--- src/rtl/custom_types_pkg.sv ---
// Shared types for the L1 dcache and its snoop responder.
package custom_types_pkg;

  typedef logic [31:0] word_t;

  // Load-linked link register: linked byte address plus a valid flag.
  typedef struct packed {
    word_t addr;
    logic  valid;
  } lr_t;

  localparam int TAG_W = 26;
  localparam int IDX_W = 3;

  // Snoop responder states.
  typedef enum logic [2:0] {
    SNP_IDLE   = 3'd0,
    SNP_LOOKUP = 3'd1,
    SNP_WB1    = 3'd2,
    SNP_WB2    = 3'd3,
    SNP_RESP   = 3'd4,
    SNP_HOLD   = 3'd5
  } snoop_t;

  // One dcache frame carried as a single bus.
  typedef struct packed {
    logic             valid;
    logic             dirty;
    logic [TAG_W-1:0] tag;
    word_t [1:0]      data;
  } dframe_t;

  // True when the link register points into the 8-byte block at base.
  function automatic logic lr_match(input lr_t link, input word_t base);
    return link.valid && (((link.addr ^ base) & 32'hFFFF_FFF8) == 32'h0000_0000);
  endfunction

endpackage

--- src/rtl/dcache_snoop_responder.sv ---
// Snoop responder: looks up the snooped block, supplies it if Modified,
// then downgrades/invalidates the frame and breaks a matching LL link.
module dcache_snoop_responder
  import custom_types_pkg::*;
#(
  parameter int SETS = 8,
  parameter int WAYS = 2
) (
  input  logic                          CLK,
  input  logic                          RST,
  input  logic                          ccwait,
  input  logic                          ccinv,
  input  logic [31:0]                   ccsnoopaddr,
  input  logic                          dwait,
  input  logic [WAYS-1:0]               frame_valid,
  input  logic [WAYS-1:0]               frame_dirty,
  input  logic [WAYS-1:0][TAG_W-1:0]    frame_tag,
  input  logic [WAYS-1:0][1:0][31:0]    frame_data,
  input  lr_t                           lr,
  output logic [$clog2(SETS)-1:0]       snp_idx,
  output logic                          snp_busy,
  output logic                          ccwrite,
  output logic                          cctrans,
  output logic                          snp_dWEN,
  output logic [31:0]                   snp_daddr,
  output logic [31:0]                   snp_dstore,
  output logic                          snp_upd,
  output logic                          snp_upd_way,
  output logic                          snp_upd_valid,
  output logic                          snp_upd_dirty,
  output logic                          lr_clear
);

  snoop_t  state_r;
  word_t   addr_r;
  logic    inv_r;
  logic    hit_r;
  logic    way_r;
  logic    hitdirty_r;
  logic    lr_hit_r;
  word_t   word0_r;
  word_t   word1_r;

  dframe_t frame_s [WAYS];
  dframe_t hit_frame_s;
  logic    hit_s;
  logic    way_s;
  logic    hitdirty_s;

  // Frame read port follows the captured snoop address, never the live bus.
  assign snp_idx = addr_r[3 +: $clog2(SETS)];

  // Gather per-way frame fields and pick the hit way; lowest way wins a double hit.
  always_comb begin
    hit_s = 1'b0;
    way_s = 1'b0;
    for (int w = WAYS - 1; w >= 0; w--) begin
      frame_s[w] = {frame_valid[w], frame_dirty[w], frame_tag[w], frame_data[w]};
      if (frame_s[w].valid && (frame_s[w].tag == addr_r[31:6])) begin
        hit_s = 1'b1;
        way_s = 1'(w);
      end else begin
        hit_s = hit_s;
        way_s = way_s;
      end
    end
    hit_frame_s = frame_s[way_s];
    hitdirty_s  = hit_s & hit_frame_s.dirty;
  end

  // Snoop FSM and captured snoop fields; a dropped ccwait abandons an unfinished snoop.
  always_ff @(posedge CLK or posedge RST) begin
    if (RST) begin
      state_r    <= SNP_IDLE;
      addr_r     <= 32'h0000_0000;
      inv_r      <= 1'b0;
      hit_r      <= 1'b0;
      way_r      <= 1'b0;
      hitdirty_r <= 1'b0;
      lr_hit_r   <= 1'b0;
      word0_r    <= 32'h0000_0000;
      word1_r    <= 32'h0000_0000;
    end else begin
      case (state_r)
        SNP_IDLE: begin
          if (ccwait) begin
            addr_r   <= ccsnoopaddr & 32'hFFFF_FFF8;
            inv_r    <= ccinv;
            lr_hit_r <= 1'b0;
            state_r  <= SNP_LOOKUP;
          end else begin
            state_r <= SNP_IDLE;
          end
        end
        SNP_LOOKUP: begin
          if (!ccwait) begin
            state_r <= SNP_IDLE;
          end else begin
            hit_r      <= hit_s;
            way_r      <= way_s;
            hitdirty_r <= hitdirty_s;
            word0_r    <= hit_frame_s.data[0];
            word1_r    <= hit_frame_s.data[1];
            lr_hit_r   <= inv_r & lr_match(lr, addr_r);
            state_r    <= hitdirty_s ? SNP_WB1 : SNP_RESP;
          end
        end
        SNP_WB1: begin
          if (!ccwait) begin
            state_r <= SNP_IDLE;
          end else if (!dwait) begin
            state_r <= SNP_WB2;
          end else begin
            state_r <= SNP_WB1;
          end
        end
        SNP_WB2: begin
          if (!ccwait) begin
            state_r <= SNP_IDLE;
          end else if (!dwait) begin
            // Re-sample the link so the clear reflects lr as of the response.
            lr_hit_r <= inv_r & lr_match(lr, addr_r);
            state_r  <= SNP_RESP;
          end else begin
            state_r <= SNP_WB2;
          end
        end
        SNP_RESP: begin
          state_r <= SNP_HOLD;
        end
        SNP_HOLD: begin
          if (!ccwait) begin
            state_r <= SNP_IDLE;
          end else begin
            state_r <= SNP_HOLD;
          end
        end
        default: begin
          state_r <= SNP_IDLE;
        end
      endcase
    end
  end

  // Moore output decode from the state register and captured fields only.
  always_comb begin
    snp_busy      = (state_r != SNP_IDLE);
    ccwrite       = 1'b0;
    cctrans       = 1'b0;
    snp_dWEN      = 1'b0;
    snp_daddr     = 32'h0000_0000;
    snp_dstore    = 32'h0000_0000;
    snp_upd       = 1'b0;
    snp_upd_way   = 1'b0;
    snp_upd_valid = 1'b0;
    snp_upd_dirty = 1'b0;
    lr_clear      = 1'b0;
    case (state_r)
      SNP_WB1: begin
        ccwrite    = hitdirty_r;
        snp_dWEN   = 1'b1;
        snp_daddr  = addr_r;
        snp_dstore = word0_r;
      end
      SNP_WB2: begin
        ccwrite    = hitdirty_r;
        snp_dWEN   = 1'b1;
        snp_daddr  = addr_r + 32'd4;
        snp_dstore = word1_r;
      end
      SNP_RESP: begin
        ccwrite  = hitdirty_r;
        cctrans  = 1'b1;
        lr_clear = lr_hit_r;
        if (hit_r) begin
          snp_upd       = 1'b1;
          snp_upd_way   = way_r;
          snp_upd_valid = ~inv_r;
        end else begin
          snp_upd       = 1'b0;
        end
      end
      default: begin
        ccwrite = 1'b0;
      end
    endcase
  end

endmodule

--- config.mk ---
export PLATFORM = sky130hd
export DESIGN_NAME = dcache_snoop_responder
export DESIGN_NICKNAME = d
export VERILOG_FILES = /design/src/rtl/custom_types_pkg.sv /design/src/rtl/dcache_snoop_responder.sv
export SDC_FILE = /design/constraint.sdc
export NUM_CORES = 1
export LEC_CHECK = 0
export ABC_CLOCK_PERIOD_IN_PS = 4050
export CORE_MARGIN = 1
export CORE_UTILIZATION = 30
export DETAILED_ROUTE_END_ITERATION = 12
export PLACE_DENSITY_LB_ADDON = 0.05
export SLEW_MARGIN = 20
export SYNTH_ARGS = -nofsm -noshare
export SYNTH_HDL_FRONTEND = slang
export SYNTH_SLANG_ARGS = --single-unit
--- constraint.sdc ---
create_clock -name CLK -period 4.05 [get_ports CLK]
set_input_delay 0.6075 -clock CLK [delete_from_list [all_inputs] [get_ports CLK]]
set_output_delay 0.6075 -clock CLK [all_outputs]
set_load 0.005 [all_outputs]
==> results of run 1 <==
==> worst register-to-register path: stages, from the launching register on <==
cell,delay (ns)
dfrtp_1,0.48
xnor2_1,0.42
nand4_1,0.21
or4_1,0.62
a211oi_4,0.38
buf_12,0.28
mux2i_1,0.35
a21oi_1,0.10
==> Yosys cell counts, drive strengths merged (6+ instances only) <==
cell	n
and2	32
a21oi	66
nor2	102
xor2	30
xnor2	51
dfrtp	101
nand2	6
nor4	9
buf	15
nand4	13
mux2i	96
mux2	31
clkbuf	27
==> final cells by class <==
type | instances | area, um2
sequential | 101 | 2530
inverter | 3 | 13.8
multi-input combinational | 469 | 3320
tap | 265 | 332
clock buffer | 10 | 239
fill | 1854 | 9790
clock inverter | 6 | 62.6
timing repair buffer | 329 | 3310
==> routing by layer <==
metal,vias to the layer above,wire (um)
met5,-,15
met4,2,334
met3,23,1690
met2,215,10300
met1,2596,8200
li1,2684,-
==> logic make-up after synthesis <==
kind of cell / count (synthesis) / share of synthesized area [%]
compound gates: 77 / 6.82
xor+xnor: 81 / 11.7
buf+inv: 45 / 3.67
flops: 101 / 41.9
mux: 127 / 21.7
other cells: 1 / 0.0621
simple gates: 181 / 14.2
==> worst min-delay path by stage <==
stage	from	to	slack, ns	cells after the start
finish	way_r$_DFFE_PP0P_	way_r$_DFFE_PP0P_	0.49	2
global route	hit_r$_DFFE_PP0P_	hit_r$_DFFE_PP0P_	0.50	2
CTS	way_r$_DFFE_PP0P_	way_r$_DFFE_PP0P_	0.49	2
detailed placement	way_r$_DFFE_PP0P_	way_r$_DFFE_PP0P_	0.48	2
global placement	way_r$_DFFE_PP0P_	way_r$_DFFE_PP0P_	0.45	2
floorplan	way_r$_DFFE_PP0P_	way_r$_DFFE_PP0P_	0.43	2
==> per-stage QoR <==
stage	instances	cell area (um2)	hold WS [ns]	setup WS [ns]	utilization, %
floorplan	615	6050	0.430	0.795	-
global placement	1167	9500	0.451	0.558	48.5
detailed placement	1167	9500	0.475	0.560	48.5
CTS	1183	9800	0.491	0.893	50.0
global route	1183	9800	0.503	0.792	50.0
finish	1183	9800	0.487	0.909	50.0
==> power groups by stage <==
stage               clock network [uW]  logic (uW)  registers, uW
CTS                                913        1840           2060
detailed placement                   0        1830           2080
finish                             889        1820           2040
global route                       957        2010           2120
floorplan                            0        1350           1840
global placement                     0        1780           2050
==> sequential cells by signal, indices dropped and copies added, names as in the netlist <==
name,flops
addr_r,29
hit_r,1
hitdirty_r,1
inv_r,1
lr_hit_r,1
state_r,3
way_r,1
word0_r,32
word1_r,32
==> results.yml, run 1 <==
floorplan:
  coreArea_mm2: 0.0196
  num_rows: 51
  dieArea_mm2: 0.0207
  io_pins: 330
  start_util_pct: 30.8
  die_w_um: 144
  die_y_um: 144
pwr:
  p_leak_uw: 0.00371
  power_density_mw_per_mm2: 485
  p_sw_uw: 1710
  ir_worst_vdd_mv: 0.209
  p_clk_share_pct: 18.7
  finalPower_uw: 4750
  p_seq_share_pct: 43.0
  p_int_uw: 3040
  p_comb_share_pct: 38.2
  switching_share_pct: 35.9
sta:
  skew_ns: 0.00753
  worstMarginPinSlew_ns: 0.927
  slew_viol_final: 0
  fmax_mhz: 318
  slew_headroom_pct: 38.1
  fin_crit_ns: 3.14
  fin_crit_sh_pct: 77.6
  finalHoldViolCount: 0
  tns_ns: 0
  setup_viol: 0
  rsz0062_at_grt: "no"
critical_path:
  crit_required_ns: 4.23
  cp_max_fo: 38
  r2r-end: "word0_r[31]$_DFFE_PP0P_"
  reg2reg_depth: 7
  worstSetupStartpointType: "input pin"
  path_delay_family: "simple AND/OR/NAND/NOR gates"
  slowest_stage: "or4_1"
  critical_path_depth: 8
  cp-end-kind: "register"
  cp.arrival_ns: 3.32
  startpoint: "frame_tag[27]"
  worstReg2RegStart: "addr_r[7]$_DFFE_PP0P_"
  worstSetupPathType: "in -> reg"
  r2r_slack_ns: 1.05
  crit_chain: "clkdlybuf4s50_1, xnor2_1, nand4_1, or4_1, a211oi_4, buf_12, mux2i_1, a21oi_1"
  cp_num_buf_inv: 2
  slowest_delay_ns: 0.61
  crit_end: "word0_r[31]$_DFFE_PP0P_"
clock_tree:
  cts_resized: 0
  cts_buffer_depth: 2
  cts_hold_buffers: 0
  cts_setup_buffers: 0
  cts_num_sinks: 101
  clk_latency_ns: 0.35
  cts_buffers: 9
  cts_tree: "done"
  cts_root_buf: "clkbuf_16"
  cts-htree-levels: 3
  clkSlewWorstSetupHoldPaths_ns: 0.07
finish:
  final_cell_mix: "clkdlybuf4s50_1, nor2_1, dfrtp_1"
  diodes: 0
  nNetsFinal: 1167
  area_growth_pct: 62.3
  final_common_cell: "clkdlybuf4s50_1"
  post_route_cells_drive_above_1_share_pct: 6.75
yosys:
  ys_warn_count: 0
  synth_edf_count: 0
  synth_area_per_cell_um2: 9.85
  synthTopCellsByArea: "dfrtp_1, mux2i_1, xnor2_1"
  synth_top_cell_by_area: "dfrtp_1"
  synth.ff_latch_count: 101
  seq_area_frac_synth_pct: 41.9
  synthArstFlopShare_pct: 100
  netlist.area_leader.share_pct: 41.9
  yosys_most_used_dff: "dfrtp_1"
  yosys.cell_types.count: 33
  syn_area_mm2: 0.00604
  synth_cells: 613
global_routing:
  busiest_layer: "met2"
  grt_max_degree: 97
  grt-ovfl-total: 0
  grt_util_met3_pct: 4.40
  grt_antenna_before_repair: 1
  grt_pass1_wl_um: 29900
  gr-usage-met1_pct: 22.4
  grt_use_total_pct: 19.5
  met2_usage_pct: 35.4
  grt_pass1_vias: 5513
placement:
  globalplace.congestion: 0.806
  io_buffers: 320
  hpwl_um: 16000
run_status:
  status: "finished clean"
drt:
  antenna_left: 0
  drt_iter0_drc: 201
  vias: 5520
  vias_per_cell: 4.67
  drtPass1Iterations: 4
  wl_per_cell_um: 17.4
  route.detailed.drc: 0
  wirelength_um: 20600
flow_run:
  drv_cap: 0
hold_path:
  min_path_type: "reg -> reg"
(Power assumes the default switching activity.)
==> inputs of run 2 (changes only) <==
Settings changed: ABC_CLOCK_PERIOD_IN_PS 4050 to 2600.
Clock period 4.05 ns to 2.6 ns, I/O delays scaled along.
==> run 2 against run 1 <==
- power rose by 63%
- via count grew 1.6%
- register-to-register slack got worse by 0.89 ns
- cell count grew 2.7%
- critical path depth is 2 higher
- flip-flop and latch count unchanged
- final area rose by 3.7%
- clock power grew 60%
- clock-buffer cell count increased by 1
- non-clock buffer count is 32 higher
- routed wire length up 1.1%
- combinational power grew 88%
- critical path type unchanged
- highest routed layer is now met4
==> results.yml, run 2 (same netlist as run 1, synthesis figures left out) <==
critical_path:
  cp_num_buf_inv: 4
  r2r_slack_ns: 0.16
  reg2reg_depth: 9
  crit_chain: "clkdlybuf4s50_1, xnor2_2, buf_4, nand4_1, or4_4, a211oi_4, buf_6, buf_12, mux2i_2, a21oi_1"
  cp.arrival_ns: 2.74
  r2r-end: "word1_r[30]$_DFFE_PP0P_"
  worstSetupStartpointType: "input pin"
  cp_max_fo: 18
  path_delay_family: "buffers and inverters"
  crit_required_ns: 2.82
  slowest_stage: "or4_4"
  cp-end-kind: "register"
  worstSetupPathType: "in -> reg"
  worstReg2RegStart: "addr_r[16]$_DFFE_PP0P_"
  startpoint: "frame_tag[32]"
  slowest_delay_ns: 0.53
clock_tree:
  cts_buffer_depth: 2
  cts-htree-levels: 3
  clk_latency_ns: 0.35
  cts_num_sinks: 101
  clkSlewWorstSetupHoldPaths_ns: 0.07
  cts_root_buf: "clkbuf_16"
  cts_tree: "done"
  cts_buffers: 9
flow_run:
  drv_cap: 0
drt:
  route.detailed.drc: 0
  drt_iter0_drc: 176
  wirelength_um: 20800
  wl_per_cell_um: 17.1
  vias: 5608
  vias_per_cell: 4.62
  drtPass1Iterations: 4
  antenna_left: 0
hold_path:
  worstHoldStart: "hitdirty_r$_DFFE_PP0P_"
  min_path_type: "reg -> reg"
  worst_hold_path.endpoint: "hitdirty_r$_DFFE_PP0P_"
  holdPathStages: 1
sta:
  fin_crit_sh_pct: 96.8
  fmax_mhz: 397
  slew_headroom_pct: 61.5
  rsz0062_at_grt: "yes"
  finalHoldViolCount: 0
  fin_crit_ns: 2.52
  slew_viol_final: 0
  skew_ns: 0.00707
  setup_viol: 0
  holdWs_ns: 0.492
  worstMarginPinSlew_ns: 0.578
pwr:
  ir_worst_vdd_mv: 0.400
  power_density_mw_per_mm2: 763
  p_leak_uw: 0.00390
  finalPower_uw: 7750
finish:
  area_growth_pct: 68.2
  post_route_cells_drive_above_1_share_pct: 11.1
  design_area_mm2: 0.0102
  largest_registers: "word0_r: 32 flops, word1_r: 32 flops, addr_r: 29 flops"
  diodes: 0
  final_common_cell: "clkdlybuf4s50_1"
  final_cell_mix: "clkdlybuf4s50_1, nor2_1, dfrtp_1"
  layout.cells.non_filler: 1215
  final_util_pct: 51.9
  nNetsFinal: 1199
placement:
  placed_area_mm2: 0.00978
  place_inst: 1198
  globalplace.congestion: 0.856
  hpwl_um: 16000
  io_buffers: 320
floorplan:
  io_pins: 330
  die_w_um: 144
  coreArea_mm2: 0.0196
  start_util_pct: 30.8
  num_rows: 51
  die_y_um: 144
  dieArea_mm2: 0.0207
global_routing:
  grt_pass1_wl_um: 31200
  grt-ovfl-total: 0
  grt_pass1_vias: 5615
  grt_max_degree: 102
  grt_antenna_before_repair: 0
  grt_use_total_pct: 20.0
run_status:
  status: "finished clean"
-- run 2: cell types whose count changed in the layout (fill, tap and decap cells not counted), moves of 3 or more --
cell,change
mux2i_2,+6
mux2i_1,-6
buf_4,+26
buf_12,+4
clkinvlp_4,+3
-- run 2: how the worst max path moves through the flow --
stage	endpoint	slack, ns	cells after the start
floorplan	word0_r[10]$_DFFE_PP0P_	0.34	8
global placement	word0_r[30]$_DFFE_PP0P_	-0.45	10
detailed placement	word1_r[30]$_DFFE_PP0P_	-0.42	9
CTS	word0_r[19]$_DFFE_PP0P_	0.02	10
global route	word0_r[19]$_DFFE_PP0P_	-0.01	8
finish	word1_r[30]$_DFFE_PP0P_	0.08	10
-- run 2: per-layer routing --
layer | global-route usage [%] | share of wire (%)
met5 | 0 | 0
met4 | 5.43 | 1.1
met3 | 4.47 | 7.2
met2 | 35.8 | 51
met1 | 23.9 | 41
-- run 2: per-stage QoR --
step                      setup TNS, ns  setup slack [ns]
after global placement           -24.76            -0.449
after global routing            -0.0110           -0.0110
after CTS                             0            0.0201
after floorplan                       0             0.341
final                                 0            0.0839
after detailed placement         -23.45            -0.416
-- run 2: report_power, final --
part / switching [uW] / internal, uW / total, uW
sequential: 568 / 2330 / 2900
combinational: 1530 / 1900 / 3430
clock: 620 / 800 / 1420
total: 2720 / 5030 / 7750
-- run 2: area by class of cell --
type | count | area [um2]
timing repair buffer | 361 | 3610
inverter | 3 | 15.0
sequential | 101 | 2530
clock buffer | 11 | 253
clock inverter | 5 | 58.8
fill | 1856 | 9430
multi-input combinational | 469 | 3360
tap | 265 | 332
-- run 2: what timing repair did --
item	in CTS	in global routing
endpoints found under the setup margin	20	52
hold buffers	0	0
gates resized for setup	2	11
buffers inserted	0	1
pin swaps	0	1
-- run 2: worst reg2reg max path, stage by stage, from the launching register on --
cell	delay (ns)
dfrtp_1	0.39
xnor2_1	0.20
buf_4	0.14
nand4_1	0.09
or4_4	0.54
a211oi_4	0.24
buf_6	0.16
buf_12	0.17
mux2i_2	0.28
a21oi_1	0.09
==> inputs of run 3 (changes only) <==
Settings changed: ABC_CLOCK_PERIOD_IN_PS 2600 to default, MAX_ROUTING_LAYER from default to met4.
==> run 3 against run 2 <==
- cell count unchanged
- register-to-register slack about the same
- combinational power about the same
- via count is 0.20% higher
- largest power group unchanged
- flip-flop and latch count did not move
==> results.yml, run 3 (same netlist as run 1, synthesis figures left out) <==
pwr:
  p_seq_share_pct: 37.4
  p_sw_uw: 2720
  p_clk_share_pct: 18.3
  switching_share_pct: 35.1
  p_leak_uw: 0.00390
  p_int_uw: 5030
  power_density_mw_per_mm2: 762
  ir_worst_vdd_mv: 0.399
  p_comb_share_pct: 44.3
critical_path:
  worstSetupStartpointType: "input pin"
  cp_max_fo: 18
  r2r_slack_ns: 0.17
  crit_required_ns: 2.82
  worstSetupPathType: "in -> reg"
  cp-end-kind: "register"
  cp.arrival_ns: 2.73
clock_tree:
  cts_hold_buffers: 0
  cts-htree-levels: 3
  clkSlewWorstSetupHoldPaths_ns: 0.07
  cts_num_sinks: 101
  cts_tree: "done"
  cts_root_buf: "clkbuf_16"
  cts_buffer_depth: 2
  cts_buffers: 9
  clk_latency_ns: 0.35
global_routing:
  grt_use_total_pct: 20.6
  grt_pass1_vias: 5618
  grt_antenna_before_repair: 0
  grt-ovfl-total: 0
  grt_pass1_wl_um: 31200
  gr-usage-met1_pct: 24.3
  met2_usage_pct: 35.7
  grt_max_degree: 102
  busiest_layer: "met2"
  grt_util_met3_pct: 3.93
floorplan:
  die_w_um: 144
  coreArea_mm2: 0.0196
  io_pins: 330
  num_rows: 51
  start_util_pct: 30.8
  dieArea_mm2: 0.0207
  die_y_um: 144
drt:
  wirelength_um: 20800
  wl_per_cell_um: 17.1
  route.detailed.drc: 0
  drt_iter0_drc: 179
  vias_per_cell: 4.62
  drtPass1Iterations: 4
  antenna_left: 0
  vias: 5619
finish:
  layout.cells.non_filler: 1215
  final_common_cell: "clkdlybuf4s50_1"
  largest_registers: "word0_r: 32 flops, word1_r: 32 flops, addr_r: 29 flops"
  nNetsFinal: 1199
  final_util_pct: 51.9
  area_growth_pct: 68.2
  nFillCells: 1856
  post_route_cells_drive_above_1_share_pct: 11.1
  final_cell_mix: "clkdlybuf4s50_1, nor2_1, dfrtp_1"
  diodes: 0
sta:
  finalHoldViolCount: 0
  tns_ns: 0
  worstMarginPinSlew_ns: 0.579
  slew_viol_final: 0
  skew_ns: 0.00808
  fin_crit_sh_pct: 96.4
  final.setup.worst_slack_ns: 0.0943
  fmax_mhz: 399
  fin_crit_ns: 2.51
  slew_headroom_pct: 61.4
  setup_viol: 0
  rsz0062_at_grt: "yes"
flow_run:
  drv_cap: 0
hold_path:
  min_path_type: "reg -> reg"
placement:
  pre_cts_slack_ns: -0.416
  globalplace.congestion: 0.870
  hpwl_um: 16000
  io_buffers: 320
  place_inst: 1198
run_status:
  status: "finished clean"
## run 3: power groups by stage
stage          Sequential (uW)  Combinational [uW]  Clock (uW)
2_1_floorplan             2860                2100           0
3_3_place_gp              2890                3380           0
3_5_place_dp              2920                3430           0
4_1_cts                   2900                3460        1460
5_1_grt                   3000                3790        1530
6_report                  2900                3430        1420
## run 3: area by class of cell
class	instances	area (um2)	share of cell area (%)
timing repair buffer	361	3610	35.5
multi-input combinational	469	3360	33.1
sequential	101	2530	24.9
tap	265	332	3.26
clock buffer	11	253	2.49
clock inverter	5	58.8	0.579
inverter	3	15.0	0.148
## run 3: per-stage QoR
| step | hold WS [ns] | power (uW) | area [um2] |
|---|---|---|---|
| after floorplan | 0.430 | 4960 | 6050 |
| after global placement | 0.450 | 6270 | 9780 |
| after detailed placement | 0.481 | 6360 | 9780 |
| after CTS | 0.498 | 7830 | 10100 |
| after global routing | 0.536 | 8320 | 10200 |
| final | 0.492 | 7750 | 10200 |
## run 3: worst paths after layout
path | startpoint | end | cells after the start
setup / recovery | frame_tag[32] | word1_r[30]$_DFFE_PP0P_ | 10
hold / removal | hitdirty_r$_DFFE_PP0P_ | hitdirty_r$_DFFE_PP0P_ | 1
max in group asynchronous | RST | addr_r[8]$_DFFE_PP0P_ | 3
hold reg to reg | hitdirty_r$_DFFE_PP0P_ | hitdirty_r$_DFFE_PP0P_ | 1
setup reg to reg | addr_r[16]$_DFFE_PP0P_ | word1_r[30]$_DFFE_PP0P_ | 9
min in group asynchronous | RST | word1_r[5]$_DFFE_PP0P_ | 3
## run 3: repair_timing
| action | 4_1_cts | 5_1_grt |
|---|---|---|
| pin swaps | 0 | 1 |
| resized for setup | 2 | 11 |
| setup endpoints to repair | 20 | 53 |
| buffers inserted | 0 | 1 |
## run 3: worst max-delay path: stages
cell and delay [ns]:
clkdlybuf4s50_1 0.50, xnor2_2 0.12, buf_4 0.13, nand4_1 0.11
or4_4 0.53, a211oi_4 0.24, buf_6 0.16, buf_12 0.17
mux2i_2 0.27, a21oi_1 0.09
## run 3: routing by layer
metal | up-vias | wire length (um)
met5 | - | 0
met4 | 0 | 231
met3 | 15 | 1390
met2 | 196 | 10500
met1 | 2650 | 8660
li1 | 2758 | -
==> patch: new RTL, config.mk and constraints of run 2 <==
Reset style: synchronous (`RST`), changed in one clocked block.
--- a/src/rtl/dcache_snoop_responder.sv
+++ b/src/rtl/dcache_snoop_responder.sv
@@ -70,5 +70,5 @@
 
   // Snoop FSM and captured snoop fields; a dropped ccwait abandons an unfinished snoop.
-  always_ff @(posedge CLK or posedge RST) begin
+  always_ff @(posedge CLK) begin
     if (RST) begin
       state_r    <= SNP_IDLE;
Formal check against the unedited RTL: differs if RST is asserted again (counterexample within 4 cycles, from zero or initial values and one cycle with RST high); with RST held inactive, the same outputs for 4 cycles.
==> patch against run 2 <==
Wire length increased by 14%. Die area decreased by 1.3%. Synthesized area decreased by 1.3%. Count of clock-buffer cells in the layout decreased by 1. Setup slack got worse by 0.037 ns. Sequential cell count unchanged. Design area increased by 1.7%. Largest cell class unchanged.
Power is not compared: it rests on default switching activity, and its combinational part moved more than twofold at a synthesized area within 25%.
==> patch: results (changes against run 2) <==
* Clock-pin slew on the worst setup and hold paths at 0.07 ns (about the same)
* Buffers on Ports at 320 (unchanged)
* Largest cells by area after synthesis: dfxtp_1 34%, mux2i_1 16%, xnor2_1 8.2%
* Fraction of registers with async set/reset at 0 (-1.00)
* Yosys reg bits at 101 (unchanged)
* Crit path arrival time at 2.79 ns (+0.05 ns)
* Max cap viols at 0 (unchanged)
* Layout cell share with drive strength beyond 1 at 0.104 (-0.00688)
* R2R depth at 9 (unchanged)
* Fin nets at 1320 (+10%)
* Critical Path Max Stage Delay at 0.61 ns (+0.08 ns)
* Final WL at 23700 um (+14%)
* GPL Wtd Cong at 0.892 (+4.2%)
* CP top delay family: buffers and inverters
* Biggest regs: word0_r x32, word1_r x32, addr_r x29
* Unique masters post-synth at 40 (+21%)
* Peak supply drop at 0.316 mV
* First-pass GRT wire length at 35100 um (+12%)
* Via/cell ratio at 4.69 (+1.6%)
* Largest net degree at the start of global routing at 53 (-48%)
* Fill cells at 1871 (+0.81%)
* Total track usage at 0.232 (+0.0315)
* TritonCTS Buffers at 9 (unchanged)
* Syn. warnings at 0 (unchanged)
* Slew @ Worst Pin at 0.555 ns (-0.0232 ns)
* Outcome: complete, no violations
* Most frequent cells after synthesis: 101 x dfxtp_1, 97 x mux2i_1, 74 x nor2_1
* CP Max Fanout at 7 (-11)
* Clk_skew at 0.0100 ns (+0.00298 ns)
* DP Worst Slack at -0.583 ns (-0.167 ns)
* HP Class: reg -> reg
* CP max-delay cell: or4_4
* Clock Tree Root: clkbuf_16
* H-tree Lvls at 3 (unchanged)
* Detailed Route Iter0 Violations at 237 (+35%)
* DP HPWL at 18200 um (+13%)
* LEAKAGE at 3.65 nW
* Sequential area share after synthesis at 0.339 (-0.0792)
* Top FF cell, synth: dfxtp_1
* Vias in the first global route at 6143 (+9.4%)
* Clk buf depth at 2 (unchanged)
* Worst hold path depth at 2 (+1)
* Clock Latency Late Sink at 0.36 ns
* Antenna diode count at 0 (unchanged)
* Initial antenna violation count at 1 (+1)
* Pre-antenna DRT Iters at 4 (unchanged)
-- patch: cell types whose count changed in the layout (fill, tap and decap cells not counted), sizes merged, moves of 31 or more --
| cell | run 2 | this run |
|---|---|---|
| dfrtp | 101 | 0 |
| dfxtp | 0 | 101 |
| nand2 | 6 | 69 |
| a211oi | 1 | 35 |
| mux2 | 31 | 0 |
-- patch: final timing paths --
path | startpoint | to | slack [ns]
worst max-delay path | frame_tag[29] | word1_r[2] | 0.05
worst min-delay path | hit_r | hit_r | 0.45
worst max register to register | addr_r[31] | word1_r[2] | 0.06
worst min register to register | hit_r | hit_r | 0.45
-- patch: cell families (layout without fill, tap and decap cells) --
logic type      after synthesis  count (layout)  share of synthesized area
compound gates              140             140                      0.138
other cells                   1               3                   0.000629
simple gates                238             238                      0.191
xor+xnor                     81              81                      0.119
buf+inv                      64             411                     0.0498
mux                          97              97                      0.163
flops                       101             101                      0.339
-- patch: cell type report --
type,instances,area [um^2],share of cell area
Clock buffer,10,239,0.0231
Clock inverter,6,51.3,0.00497
Inverter,5,18.8,0.00182
Multi-Input combinational cell,559,3770,0.365
Sequential cell,101,2030,0.196
Tap cell,265,332,0.0321
Timing Repair Buffer,390,3890,0.377
-- patch: repair_timing --
item                                    CTS  global route
buffers inserted                          2             0
cloned                                    1             0
pin swaps                                 4             5
resized for setup                         7            23
endpoints found under the setup margin   65            52
-- patch: layer usage --
layer,routed length [um],part of all wire,global-route usage,vias up
met5,13,0.00055,0,-
met4,235,0.0099,0.0475,2
met3,1650,0.069,0.0580,16
met2,11200,0.47,0.387,220
met1,10600,0.45,0.301,2837
li1,-,-,-,3193
-- patch: power breakdown --
group	switching (mW)	internal [mW]	total, mW	leakage (nW)
registers	0.0805	1.66	1.74	0.828
logic	0.461	0.660	1.12	2.68
clock network	0.673	0.695	1.37	0.146
-- patch: through the flow --
stage,utilization,area (um^2),instances,power [mW]
6_report,0.531,10300,1336,4.23
2_1_floorplan,-,5970,724,2.23
4_1_cts,0.525,10200,1336,4.25
5_1_grt,0.531,10300,1336,4.45
3_3_place_gp,0.507,9860,1317,2.87
3_5_place_dp,0.507,9860,1317,2.87
-- patch: worst reg2reg max path: stages, from the launching register on --
cell      delay [ns]
dfxtp_2         0.33
xor2_1          0.16
or4_4           0.54
or4_4           0.45
a211oi_4        0.25
buf_6           0.17
buf_16          0.13
buf_8           0.11
mux2i_2         0.19
a211oi_1        0.09
